`config.mk`:
```
export PLATFORM = sky130hd
export DESIGN_NAME = nand_sched
export DESIGN_NICKNAME = d
export VERILOG_FILES = /design/src/rtl/nand_sched_pkg.sv /design/src/rtl/nand_sched_bit.sv /design/src/rtl/nand_sched.sv
export SDC_FILE = /design/constraint.sdc
export NUM_CORES = 1
export LEC_CHECK = 0
export CAP_MARGIN = 20
export CORE_ASPECT_RATIO = 1.2
export CORE_MARGIN = 4
export CORE_UTILIZATION = 35
export DETAILED_ROUTE_END_ITERATION = 6
export PLACE_DENSITY = 0.77
export SLEW_MARGIN = 20
export SYNTH_ARGS = -nofsm -noshare
export SYNTH_HDL_FRONTEND = slang
export SYNTH_HIERARCHICAL = 1
export SYNTH_SLANG_ARGS = --single-unit
```
`constraint.sdc`:
```
create_clock -name clk -period 4.7 [get_ports clk]
set_input_delay 0.705 -clock clk [delete_from_list [all_inputs] [get_ports clk]]
set_output_delay 0.705 -clock clk [all_outputs]
set_load 0.02 [all_outputs]
```
`src/rtl/nand_sched_pkg.sv`:
```
// Shared types and helpers for the bit-serial NAND scheduler.
// Holds the FSM state enum, the statistics counter limits and the round-robin picker.
package nand_sched_pkg;

    typedef enum logic [1:0] {
        IDLE = 2'd0,
        RUN  = 2'd1,
        DONE = 2'd2
    } state_e;

    localparam int          CNT_W   = 16;
    localparam logic [15:0] CNT_MAX = 16'hFFFF;
    localparam int          MAX_REQ = 8;

    // Returns the first set bit of valid_vec searching upward from last_grant+1,
    // wrapping modulo nreq. Falls back to last_grant when nothing is valid.
    function automatic int rr_pick(input logic [MAX_REQ-1:0] valid_vec,
                                   input int last_grant,
                                   input int nreq);
        int   pick;
        int   idx;
        logic found;
        pick  = last_grant;
        found = 1'b0;
        for (int i = 1; i <= MAX_REQ; i++) begin
            idx = (last_grant + i) % nreq;
            if (i <= nreq && !found && valid_vec[idx[2:0]]) begin
                pick  = idx;
                found = 1'b1;
            end
        end
        return pick;
    endfunction

endpackage

```
`src/rtl/nand_sched_bit.sv`:
```
// Shared 1-bit NAND evaluation unit; the scheduler instantiates it exactly once.
module nand_bit (
    input  logic a_i,
    input  logic b_i,
    output logic y_o
);

    assign y_o = ~(a_i & b_i);

endmodule

```
`src/rtl/nand_sched.sv`:
```
// Round-robin scheduler feeding NREQ operand pairs LSB-first through one shared NAND bit.
// Optional feature: define NAND_SCHED_STATS_EN to enable the saturating op_count register.
module nand_sched
    import nand_sched_pkg::*;
#(
    parameter int NREQ = 4,
    parameter int W    = 8
) (
    input  logic                     clk,
    input  logic                     rst,
    input  logic [NREQ-1:0]          req_valid,
    output logic [NREQ-1:0]          req_ready,
    input  logic [NREQ*W-1:0]        req_a,
    input  logic [NREQ*W-1:0]        req_b,
    output logic                     rsp_valid,
    input  logic                     rsp_ready,
    output logic [$clog2(NREQ)-1:0]  rsp_id,
    output logic [W-1:0]             rsp_data,
    output logic                     busy,
    output logic [15:0]              op_count
);

    localparam int ID_W = $clog2(NREQ);
    localparam int BC_W = $clog2(W);
    localparam logic [BC_W-1:0] BIT_LAST = BC_W'(W - 1);

    state_e            state_q;
    logic [ID_W-1:0]   last_grant_q;
    logic [ID_W-1:0]   rsp_id_q;
    logic [BC_W-1:0]   bit_cnt_q;
    logic [W-1:0]      a_sh_q;
    logic [W-1:0]      b_sh_q;
    logic [W-1:0]      res_sh_q;

    logic [MAX_REQ-1:0] valid_ext;
    logic [ID_W-1:0]    grant;
    logic               any_valid;
    logic               accept;
    logic               running;
    logic               rsp_hs;
    logic               nand_y;

    always_comb begin
        valid_ext = '0;
        valid_ext[NREQ-1:0] = req_valid;
        grant = ID_W'(rr_pick(valid_ext, int'(last_grant_q), NREQ));
    end

    assign any_valid = |req_valid;
    // Reset masks the grant so no requester sees a handshake that the FSM will ignore.
    assign accept    = (state_q == IDLE) && any_valid && !rst;
    assign running   = (state_q == RUN);
    assign rsp_hs    = (state_q == DONE) && rsp_ready;

    always_comb begin
        req_ready = '0;
        if (accept) begin
            req_ready[grant] = 1'b1;
        end
    end

    nand_bit u_nand_bit (
        .a_i (a_sh_q[0]),
        .b_i (b_sh_q[0]),
        .y_o (nand_y)
    );

    // Operand shifters carry pure data and need no reset.
    always_ff @(posedge clk) begin
        if (accept) begin
            a_sh_q <= req_a[int'(grant)*W +: W];
            b_sh_q <= req_b[int'(grant)*W +: W];
        end else if (running) begin
            a_sh_q <= a_sh_q >> 1;
            b_sh_q <= b_sh_q >> 1;
        end
    end

    always_ff @(posedge clk) begin
        if (rst) begin
            state_q      <= IDLE;
            last_grant_q <= ID_W'(NREQ - 1);
            rsp_id_q     <= '0;
            res_sh_q     <= '0;
            bit_cnt_q    <= '0;
        end else begin
            case (state_q)
                IDLE: begin
                    if (any_valid) begin
                        rsp_id_q     <= grant;
                        last_grant_q <= grant;
                        bit_cnt_q    <= '0;
                        state_q      <= RUN;
                    end
                end
                RUN: begin
                    // Result enters at the MSB so the first evaluated bit lands in bit 0.
                    res_sh_q  <= {nand_y, res_sh_q[W-1:1]};
                    bit_cnt_q <= bit_cnt_q + 1'b1;
                    if (bit_cnt_q == BIT_LAST) begin
                        state_q <= DONE;
                    end
                end
                DONE: begin
                    if (rsp_ready) begin
                        state_q <= IDLE;
                    end
                end
                default: state_q <= IDLE;
            endcase
        end
    end

    assign rsp_valid = (state_q == DONE);
    assign busy      = (state_q != IDLE);
    assign rsp_id    = rsp_id_q;
    assign rsp_data  = res_sh_q;

`ifdef NAND_SCHED_STATS_EN
    logic [CNT_W-1:0] op_cnt_q;

    always_ff @(posedge clk) begin
        if (rst) begin
            op_cnt_q <= '0;
        end else if (rsp_hs && op_cnt_q != CNT_MAX) begin
            op_cnt_q <= op_cnt_q + 1'b1;
        end
    end

    assign op_count = op_cnt_q;
`else
    logic unused_hs;
    assign unused_hs = rsp_hs;
    assign op_count  = 16'h0000;
`endif

endmodule

```
# Yosys cells after proc, flatten, opt, wreduce, memory -nomap -nowiden
# Index checks and enable logic that the tools add are counted.
totals:
  regBits: 33
op_classes:
  addsub: 5
  muxes: 28
  order_cmp: 6
  bitwise_logic: 6
  n_eq_ne: 6
  n_reduce_logical: 22
  shift: 2
op_table:
  columns: ["operator", "count"]
  rows:
  - ["32-bit by 6-bit indexed part select with 8-bit output", 2]
  - ["8-bit 2-to-1 mux", 4]
  - ["3-bit by 4-bit < comparator with 1-bit output (second input constant)", 4]
  - ["2-bit 2-to-1 mux", 7]
  - ["1-bit binary-select mux with 3-bit select", 4]
  - ["1-bit 2-to-1 mux", 8]
  - ["2-bit OR reduction", 4]
  - ["1-bit logical AND", 6]
  - ["2-bit one-hot mux with 3 select lines", 1]
  - ["3-bit one-hot mux with 2 select lines", 1]
  - ["2-bit nonzero test", 3]
  - ["2-bit by 1-bit adder with 2-bit output (second input constant)", 2]
  - ["2-bit adder (second input constant)", 2]
  - ["1-bit AND (first input constant)", 4]
  - ["1-bit logical NOT", 4]
  - ["4-bit 2-to-1 mux", 1]
  - ["2-bit by 1-bit != test with 1-bit output (second input constant)", 2]
  - ["2-bit AND reduction", 2]
  - ["4-bit OR reduction", 1]
  - ["3-bit by 1-bit adder with 3-bit output (second input constant)", 1]
  - ["3-bit == test (second input constant)", 1]
  - ["2-bit by 3-bit < comparator with 1-bit output (second input constant)", 1]
  - ["3-bit 2-to-1 mux", 1]
  - ["3-bit AND reduction", 1]
  - ["8 further kinds", 8]

# Depth between registers and ports, before layout
# Gate-level depths: netlist of run 1.
logic_depth:
  depth_word: 20
  depth_mapped: 8
  depth_no_buf: 5

# Modules after synthesis
# The synthesis of run 1 kept the hierarchy.
modules_own_cells:
  columns: ["module", "cells_each", "instances", "area_each_um2"]
  rows:
  - ["nand_sched", 271, 1, 2198.4]
  - ["nand_bit", 1, 1, 3.8]

# Worst setup path after synthesis of run 1
# No wires, ideal clock.
synth_path:
  path_type: "input -> output"
  from: "input req_valid[2]"
  to: "output req_ready[2]"
  path_stages: 7
  t_arrival_ps: 2024
  path_buffers: 3
  t_required_ps: 3995
  path_slack_ps: 1971
  cell_sequence: "or4_1 > clkbuf_2 > nand3b_4 > or3_1 > buf_4 > buf_6 > nor2_1"
synth_via:
  elab_chain_cells: 17
  elab_cells_between_ends: 30
synth_rtl:
  columns: ["item", "line", "text"]
  rows:
  - ["start, declared", "nand_sched.sv:11", "input logic [NREQ-1:0] req_valid,"]
  - ["1-bit binary-select mux with 3-bit select", "nand_sched_pkg.sv:27", "if (i <= nreq && !found && valid_vec[idx[2:0]]) begin"]
  - ["1-bit 2-to-1 mux (not written as such)", "nand_sched_pkg.sv:27", null]
  - ["1-bit 2-to-1 mux", "nand_sched_pkg.sv:27", null]
  - ["1-bit logical NOT", "nand_sched_pkg.sv:27", null]
  - ["1-bit logical AND", "nand_sched_pkg.sv:27", null]
  - ["1-bit 2-to-1 mux", "nand_sched_pkg.sv:27", null]
  - ["1-bit logical NOT", "nand_sched_pkg.sv:27", null]
  - ["1-bit logical AND", "nand_sched_pkg.sv:27", null]
  - ["1-bit 2-to-1 mux", "nand_sched_pkg.sv:27", null]
  - ["1-bit logical NOT", "nand_sched_pkg.sv:27", null]
  - ["1-bit logical AND", "nand_sched_pkg.sv:27", null]
  - ["2-bit 2-to-1 mux", "nand_sched_pkg.sv:27", null]
  - ["2-bit by 3-bit < comparator with 1-bit output (not written as such) or 2-bit by 1-bit greater-or-equal comparator with 1-bit output (tied branches)", "nand_sched.sv:58", "req_ready[grant] = 1'b1;"]
  - ["1-bit logical AND (not written as such)", "nand_sched.sv:58", null]
  - ["1-bit 2-to-1 mux (not written as such)", "nand_sched.sv:58", null]
  - ["1-bit demux with 2-bit select", "nand_sched.sv:58", null]
  - ["4-bit 2-to-1 mux (*)", "nand_sched.sv:57", "if (accept) begin"]
  - ["end, declared", "nand_sched.sv:12", "output logic [NREQ-1:0] req_ready,"]
# Every way passes the cells marked *; elsewhere a longest branch is shown, timed or not. The select of a mux whose other input is x is not followed.

# Worst setup path in the final report of run 1
layout_path:
  from: "input req_valid[3]"
  to: "output req_ready[1]"
# Same word-level chain as after synthesis.

==> results of run 1 <==
-- cell families (layout without fill, tap and decap cells) --
family	Yosys count	in the layout	share of synthesized area, %
AOI/OAI and AO/OA	71	71	19.9
adders and majority gates	2	2	1.14
buffers and inverters	54	116	13.4
DFF	33	33	37.3
muxes	19	19	8.64
other	1	16	0.170
and+or+nand+nor	92	92	19.5
-- routing by layer --
layer | global-route usage [%] | routed length [µm]
met1 | 18.7 | 2450
met2 | 26.0 | 2840
met3 | 4.20 | 462
met4 | 4.65 | 71
met5 | 0 | 0
-- worst min-delay path, delay by kind of cell (launching register included) --
kind / cells / cell delay (ns)
flops: 1 / 0.32
simple gates: 1 / 0.05
compound gates: 1 / 0.05
-- path summary, 6_finish.rpt --
| check | slack, ns | end |
|---|---|---|
| hold / removal | 0.46 | rsp_data[0] |
| setup / recovery | 0.81 | req_ready[1] |
| setup reg to reg | 1.94 | b_sh_q[0] |
| hold reg to reg | 0.46 | rsp_data[0] |
-- through the flow --
stage / total power, mW / hold slack [ns] / worst slack, ns / instance area, µm²
global route: 0.888 / 0.488 / 0.605 / 3120
CTS: 0.851 / 0.471 / 0.821 / 3120
floorplan: 0.540 / 0.452 / 1.97 / 2260
finish: 0.845 / 0.464 / 0.813 / 3120
detailed placement: 0.631 / 0.461 / 0.822 / 3030
global placement: 0.625 / 0.443 / 0.871 / 3030
-- layout by cell type (no fill, tap or decap), types with 16 or more instances in the layout --
master and instances:
o21ai_0 16, a21oi_1 16, edfxtp_1 16, inv_1 18, nand2_1 49, mux2i_1 19
dfxtp_1 17, conb_1 16, clkdlybuf4s50_1 86
-- sequential cells by signal, indices dropped and copies added, names as in the netlist --
| signal | flops |
|---|---|
| a_sh_q | 8 |
| last_grant_q | 2 |
| state_q | 2 |
| bit_cnt_q | 3 |
| b_sh_q | 8 |
| rsp_id | 2 |
| rsp_data | 8 |
-- area by class of cell --
class,count,area [µm²]
fill,587,2970
multi-input combinational,200,1140
sequential,33,821
clock buffer,6,82.6
tap,82,103
clock inverter,2,8.76
inverter,18,67.6
timing repair buffer,90,891
-- where the power goes --
| group | switching, mW | internal [mW] |
|---|---|---|
| Combinational | 0.137 | 0.128 |
| Sequential | 0.0139 | 0.345 |
| Clock | 0.104 | 0.116 |
| Total | 0.255 | 0.589 |
==> results.yml, run 1 <==
clocking:
  cts_tree: "yes"
  post_cts_resized: 0
  clock_latency_ns: 0.29
  cts_root_buf: "clkbuf_8"
  post-cts-setup-buffer-count: 0
  cts_hold_repair.buffers: 0
  cts_num_sinks: 33
  h-tree-depth: 2
  clk_pin_slew_ns: 0.07
  cts_buffer_depth: 2
  cts_buffers: 5
floorplan:
  rows: 31
  start_util_pct: 36.2
  die_area_mm2: 0.00763
  io_pins: 103
  die_height_um: 94.9
  die_x_um: 80.4
  coreArea_mm2: 0.00609
placed_design:
  gp_congestion: 0.789
  dp_hpwl_mm: 4.54
  io_buffers: 86
  dp_cells: 423
detailed_routing:
  via_per_inst: 4.90
  dr.first_iter.drc_count: 80
  wl_per_cell_um: 13.5
  wl_mm: 5.83
  final_antenna_net_count: 0
  post-route-drc-count: 0
  firstDrtPassIters: 4
  vias: 2111
global_routing:
  grt_max_degree: 31
  grt_pass1_wl_mm: 9.09
  antenna_found_initial: 0
  gr-total-overflow: 0
  grt_pass1_vias: 1947
  track_usage_pct: 15.3
timing:
  hold_violations: 0
  finalClockSkew_ns: 0.00711
  rsz0062_at_grt: "no"
  finalCritPeriodShare_pct: 82.7
  slew_violations: 0
  tightest_slew_ns: 0.909
  setup_violations: 0
  fmax_mhz: 257
  setup_tns_ns: 0
  maxSlewHeadroom_pct: 39.2
  fin_crit_ns: 3.89
synth:
  ys_warn_count: 6
  synth_flop_cell: "dfxtp_1"
  ys_seq_elements: 33
  syn_avg_cell_area_um2: 8.10
  synth_area_leaders: "edfxtp_1 22%, dfxtp_1 15%, mux2i_1 8.6%"
  synth_edf_count: 16
  synth_area_mm2: 0.00220
  synthArstFlopShare_pct: 0
  synthCells: 272
  netlist_top_cells_count: "49 x nand2_1, 19 x mux2i_1, 18 x inv_1, 17 x buf_4, 17 x dfxtp_1"
  synth_seq_area_share_pct: 37.3
  synth.top_cell.area_share_pct: 21.8
  synth_top_area_cell: "edfxtp_1"
  synth.distinct_cells: 39
  yosysMostFrequentCell: "nand2_1"
power_and_ir_drop:
  peakVddDrop_v: 0.000111
  power.leakage_nw: 1.29
  powerDensity_mw_per_mm2: 271
finish:
  layout.nets: 421
  diodes: 0
  utilization_pct: 51.2
  drive_above_1_share_pct: 4.87
  fin_cells: 431
  area_growth_pct: 41.5
worst_setup_path:
  critPathBufInv: 2
  cp_common_cell: "clkdlybuf4s50_1"
  critPathLaunchType: "input port"
  end_kind: "output pin"
  startpoint: "req_valid[3]"
  critical_path.reg2reg.startpoint: "last_grant_q[1]"
  path_depth: 6
  crit_chain: "clkdlybuf4s50_1 > and2b_1 > o21ai_2 > and3_1 > nor2_1 > clkdlybuf4s50_1"
  crit_family: "buffers and inverters"
  max_stage_delay_ns: 0.58
  crit_slowest_cell: "and3_1"
  crit_path_max_fanout: 16
  r2r_cells: 6
  worstSetupPathType: "input port to output pin"
  required_ns: 3.99
  crit_arrival_ns: 3.18
worst_hold_path:
  hold_start: "rsp_data[0]"
  min_path_cells: 2
  min-delay-path-class: "flop to flop"
status:
  status: "finished, final reports clean"
run:
  drv_cap: 0
Power figures use the tool's default switching activity.
==> run 2: changes to the inputs <==
Settings changed: PLACE_DENSITY 0.77 to 0.8.
Clock period 4.7 ns to 3.4 ns, I/O delays scaled along.
==> run 2 against run 1 <==
Net effect:
- first-iteration DRC count decreased by 20%
- sequential power rose by 38%
- via count grew 2.0%
- wire length is 4.2% lower
- count of clock-buffer cells in the layout is the same
- critical path depth unchanged
- core utilization increased by 0.72 points
- worst setup slack lost 0.61 ns
==> results.yml, run 2 (synthesized netlist as in run 1, its figures left out) <==
status:
  status: "finished, final reports clean"
timing:
  tightest_slew_ns: 0.821
  hold_violations: 0
  slew_violations: 0
  finalClockSkew_ns: 0.00611
  finalCritPeriodShare_pct: 94.2
  fmax_mhz: 312
  maxSlewHeadroom_pct: 45.1
  setup_tns_ns: 0
  fin_crit_ns: 3.20
  setup_violations: 0
  rsz0062_at_grt: "no"
clocking:
  cts_root_buf: "clkbuf_8"
  cts_buffers: 5
  cts_buffer_depth: 2
  h-tree-depth: 2
  clock_latency_ns: 0.28
  post-cts-setup-buffer-count: 0
  cts_num_sinks: 33
  cts_tree: "yes"
  clk_pin_slew_ns: 0.07
  post_cts_resized: 0
  cts_hold_repair.buffers: 0
finish:
  layout.nets: 428
  multi_input_area_mm2: 0.00114
  diodes: 0
  layout_common_cells: "86 x clkdlybuf4s50_1, 49 x nand2_1, 19 x mux2i_1"
  drive_above_1_share_pct: 6.74
  final_common_cell: "clkdlybuf4s50_1"
  num-fill-cells: 580
  final-seq-area_um2: 821
  fin_cells: 438
  area_growth_pct: 43.5
power_and_ir_drop:
  total_power_mw: 1.15
  cellInternalPower_mw: 0.805
  switching_share_pct: 29.9
  seqPwrFrac_pct: 43.3
  peakVddDrop_v: 0.000143
  p_sw_mw: 0.343
  power.leakage_nw: 1.32
  combPwrFrac_pct: 32.6
  power_frac_clock_pct: 24.1
  powerDensity_mw_per_mm2: 363
floorplan:
  die_height_um: 94.9
  die_area_mm2: 0.00763
  io_pins: 103
  die_x_um: 80.4
  coreArea_mm2: 0.00609
  rows: 31
  start_util_pct: 36.2
detailed_routing:
  wl_per_cell_um: 12.8
  via_per_inst: 4.92
  firstDrtPassIters: 5
  vias: 2154
  final_antenna_net_count: 0
  wl_mm: 5.59
  post-route-drc-count: 0
  dr.first_iter.drc_count: 64
placed_design:
  dp_hpwl_mm: 4.47
  dp_cells: 430
  gp_congestion: 0.804
  io_buffers: 86
global_routing:
  grt_pass1_wl_mm: 8.86
  grt_pass1_vias: 1990
  grt_max_degree: 29
  track_usage_pct: 14.6
  gr-total-overflow: 0
  antenna_found_initial: 0
worst_setup_path:
  r2r_setup_slack_ns: 1.24
  critical_path.reg2reg.startpoint: "last_grant_q[1]"
  r2r_cells: 6
  worstSetupPathType: "input port to output pin"
  end_kind: "output pin"
  critPathLaunchType: "input port"
  cp-endpoint: "req_ready[2]"
  crit_arrival_ns: 2.69
  required_ns: 2.89
  startpoint: "req_valid[3]"
  r2r-end: "b_sh_q[0]"
  crit_path_max_fanout: 9
worst_hold_path:
  min-delay-path-class: "flop to flop"
run:
  drv_cap: 0
## run 2: power by group through the flow
stage	sequential [mW]	combinational (mW)	clock, mW
after floorplan	0.505	0.241	0
after global routing	0.500	0.413	0.296
final	0.497	0.374	0.277
after detailed placement	0.505	0.375	0
after global placement	0.503	0.369	0
after CTS	0.497	0.376	0.285
## run 2: worst max-delay path, cell delays in order
cell and delay (ns):
clkdlybuf4s50_1 0.56, or4_1 0.21, nand3b_4 0.13, or3_1 0.46
nor2_1 0.18, clkdlybuf4s50_1 0.64
## run 2: area by class of cell
class / instances / share of cell area, %
Inverter: 18 / 2.14
Clock inverter: 2 / 0.317
Tap cell: 82 / 3.25
Sequential cell: 33 / 26.0
Multi-Input combinational cell: 200 / 36.2
Clock buffer: 6 / 2.30
Timing Repair Buffer: 97 / 29.8
## run 2: worst min-delay path by stage
stage                  from      endpoint  slack [ns]  depth (start not counted)
4_1_cts         rsp_data[1]   rsp_data[0]        0.47                          2
5_1_grt         rsp_data[4]   rsp_data[4]        0.50                          2
3_3_place_gp    rsp_data[0]   rsp_data[0]        0.44                          2
2_1_floorplan  bit_cnt_q[1]  bit_cnt_q[1]        0.45                          2
3_5_place_dp    rsp_data[1]   rsp_data[0]        0.46                          2
6_report        rsp_data[1]   rsp_data[0]        0.47                          2
## run 2: routing by layer
layer | share of wire (%) | wire length, µm | global-route usage [%] | up-vias
li1 | - | - | - | 1088
met1 | 41 | 2260 | 16.5 | 984
met2 | 52 | 2890 | 26.4 | 77
met3 | 6.9 | 388 | 3.53 | 5
met4 | 0.79 | 44 | 5.21 | 0
met5 | 0 | 0 | 0 | -
## run 2: stage by stage
step	setup WS (ns)	util, %	instance area (µm²)	hold slack [ns]
final	0.199	51.9	3160	0.467
after floorplan	1.06	-	2260	0.452
after CTS	0.193	51.9	3160	0.469
after global placement	0.216	50.5	3080	0.441
after detailed placement	0.195	50.5	3080	0.461
after global routing	0.0780	51.9	3160	0.502
==> run 3: changes to the inputs <==
Settings changed: CAP_MARGIN 20 to 40, PLACE_DENSITY 0.8 to 0.81, SYNTH_HIERARCHICAL 1 to default.
==> run 3 against run 2 <==
Net effect:
- register-to-register slack improved by 0.07 ns
- worst setup slack got worse by 0.044 ns
- critical endpoint is now req_ready[3]
- highest routed layer unchanged
- count of clock-buffer cells in the layout rose by 1
- area after synthesis fell by 6.9%
- critical path type unchanged
==> results.yml, run 3 <==
detailed_routing:
  dr.first_iter.drc_count: 152
  firstDrtPassIters: 4
  wl_mm: 5.66
  via_per_inst: 4.93
  final_antenna_net_count: 0
  vias: 1981
  wl_per_cell_um: 14.1
  post-route-drc-count: 0
global_routing:
  grt_pass1_vias: 1921
  antenna_found_initial: 0
  grt_pass1_wl_mm: 9.11
  grt_max_degree: 33
  track_usage_pct: 16.0
  gr-total-overflow: 0
run:
  drv_cap: 0
worst_setup_path:
  crit_path_max_fanout: 11
  required_ns: 2.89
  critical_path.reg2reg.startpoint: "last_grant_q[0]"
  critPathLaunchType: "input port"
  cp_common_cell: "clkdlybuf4s50_1"
  crit_slowest_cell: "clkdlybuf4s50_1"
  r2r-end: "a_sh_q[3]"
  crit_family: "buffers and inverters"
  max_stage_delay_ns: 0.62
  critPathBufInv: 2
  worstSetupPathType: "input port to output pin"
  crit_arrival_ns: 2.74
  end_kind: "output pin"
  r2r_cells: 6
  r2r_setup_slack_ns: 1.31
  crit_chain: "clkdlybuf4s50_1 > nor4_1 > or2_4 > or4_4 > nor2_1 > clkdlybuf4s50_1"
finish:
  layout.nets: 394
  diodes: 0
  fin_cells: 402
  area_growth_pct: 48.0
  final-seq-area_um2: 821
  final_common_cell: "clkdlybuf4s50_1"
  num-fill-cells: 530
  drive_above_1_share_pct: 7.45
  layout_common_cells: "86 x clkdlybuf4s50_1, 28 x a211oi_1, 27 x nor2_1"
  multi_input_area_mm2: 0.00103
floorplan:
  start_util_pct: 36.2
  io_pins: 103
  die_x_um: 77.9
  die_area_mm2: 0.00715
  coreArea_mm2: 0.00567
  die_height_um: 91.9
  rows: 30
clocking:
  cts_hold_repair.buffers: 0
  h-tree-depth: 2
  post_cts_resized: 0
  cts_num_sinks: 33
  cts_buffers: 5
  cts_root_buf: "clkbuf_8"
  clk_pin_slew_ns: 0.07
  clock_latency_ns: 0.28
  cts_buffer_depth: 2
  post-cts-setup-buffer-count: 0
  cts_tree: "yes"
timing:
  finalClockSkew_ns: 0.0129
  hold_violations: 0
  slew_violations: 0
  fmax_mhz: 308
  setup_violations: 0
  finalCritPeriodShare_pct: 95.4
  tightest_slew_ns: 0.597
  rsz0062_at_grt: "no"
  setup_tns_ns: 0
  maxSlewHeadroom_pct: 59.8
  fin_crit_ns: 3.25
  setup_ws_ns: 0.155
power_and_ir_drop:
  total_power_mw: 1.13
  cellInternalPower_mw: 0.796
  switching_share_pct: 29.3
  combPwrFrac_pct: 32.1
  power.leakage_nw: 1.19
  power_frac_clock_pct: 24.3
  seqPwrFrac_pct: 43.6
  p_sw_mw: 0.331
  powerDensity_mw_per_mm2: 371
  peakVddDrop_v: 0.000257
synth:
  synthArstFlopShare_pct: 0
  synthCells: 233
  yosysMostFrequentCell: "a211oi_1"
  synth_area_leaders: "edfxtp_1 23%, dfxtp_1 17%, a211oi_1 10%"
  netlist_top_cells_count: "28 x a211oi_1, 27 x nor2_1, 18 x mux2i_1, 17 x dfxtp_1, 17 x nand2_1"
  synth.distinct_cells: 36
  synth_area_mm2: 0.00205
  ys_seq_elements: 33
  syn_avg_cell_area_um2: 8.80
  ys_warn_count: 0
  synth_edf_count: 16
  synth_seq_area_share_pct: 40.0
  synth_top_area_cell: "edfxtp_1"
  synth_flop_cell: "dfxtp_1"
  synth.top_cell.area_share_pct: 23.4
status:
  status: "finished, final reports clean"
worst_hold_path:
  min_path_cells: 1
  hold_start: "a_sh_q[0]"
  hold-path-endpoint: "rsp_data[7]"
  min-delay-path-class: "flop to flop"
placed_design:
  dp_cells: 393
  io_buffers: 86
  place_ws_ns: 0.141
  dp_hpwl_mm: 4.44
  gp_congestion: 0.788
[run 3: changes by cell type after synthesis, sizes merged, moves of 2 or more]
cell / before / now
inv: 18 / 15
buf: 22 / 24
o211ai: 14 / 0
o21ai: 17 / 3
nor2: 8 / 27
nor3: 15 / 3
a21oi: 16 / 13
o21ba: 2 / 0
a211oi: 1 / 28
nand3b: 2 / 0
clkbuf: 14 / 7
nor4: 0 / 2
nand2: 49 / 17
[run 3: logic make-up (layout without fill, tap and decap cells)]
kind of cell / Yosys count / in the layout / share of synthesized area (%)
and+or+nand+nor: 68 / 68 / 16.0
AOI/OAI and AO/OA: 65 / 65 / 21.4
buffers and inverters: 46 / 120 / 12.4
DFF: 33 / 33 / 40.0
muxes: 18 / 18 / 8.79
adders and majority gates: 2 / 2 / 1.22
other: 1 / 16 / 0.183
[run 3: layout make-up]
cell class / instances / area share [%]
clock inverters: 1 / 0.165
clock buffers: 7 / 2.52
repair buffers: 97 / 31.1
multi-input cells: 169 / 34.0
inverters: 15 / 1.86
well taps: 80 / 3.30
flip-flops and latches: 33 / 27.1
[run 3: routing by layer]
metal / GRT usage (%) / wire length [µm]
met1: 18.2 / 2140
met2: 28.4 / 3030
met3: 3.24 / 393
met4: 7.42 / 91
met5: 0 / 0
[run 3: through the flow]
step	util [%]	instance area [µm²]	hold WS (ns)
2_1_floorplan	-	2110	0.417
3_3_place_gp	52.0	2950	0.429
3_5_place_dp	52.0	2950	0.443
4_1_cts	53.4	3030	0.437
5_1_grt	53.5	3030	0.480
6_report	53.5	3030	0.430
[run 3: worst reg2reg max path, delay by kind of cell (launching register included)]
kind | cells | cell delay (ns)
AOI/OAI and AO/OA | 2 | 0.35
and+or+nand+nor | 2 | 0.33
DFF | 1 | 0.37
muxes | 1 | 0.38
buffers and inverters | 1 | 0.42
[run 3: power groups by stage]
stage	registers [mW]	logic [mW]	clock network, mW
floorplan	0.503	0.222	0
detailed placement	0.500	0.360	0
global placement	0.498	0.355	0
CTS	0.492	0.362	0.280
global route	0.496	0.396	0.295
finish	0.491	0.362	0.273
[run 3: worst max path at each step]
| stage | from | endpoint | slack [ns] | depth (start not counted) |
|---|---|---|---|---|
| 5_1_grt | req_valid[1] | req_ready[3] | 0.07 | 6 |
| 6_report | req_valid[0] | req_ready[3] | 0.15 | 6 |
| 2_1_floorplan | state_q[1] | a_sh_q[0] | 0.82 | 4 |
| 3_5_place_dp | req_valid[0] | req_ready[3] | 0.14 | 6 |
| 4_1_cts | req_valid[0] | req_ready[3] | 0.14 | 6 |
| 3_3_place_gp | req_valid[0] | req_ready[2] | 0.20 | 6 |
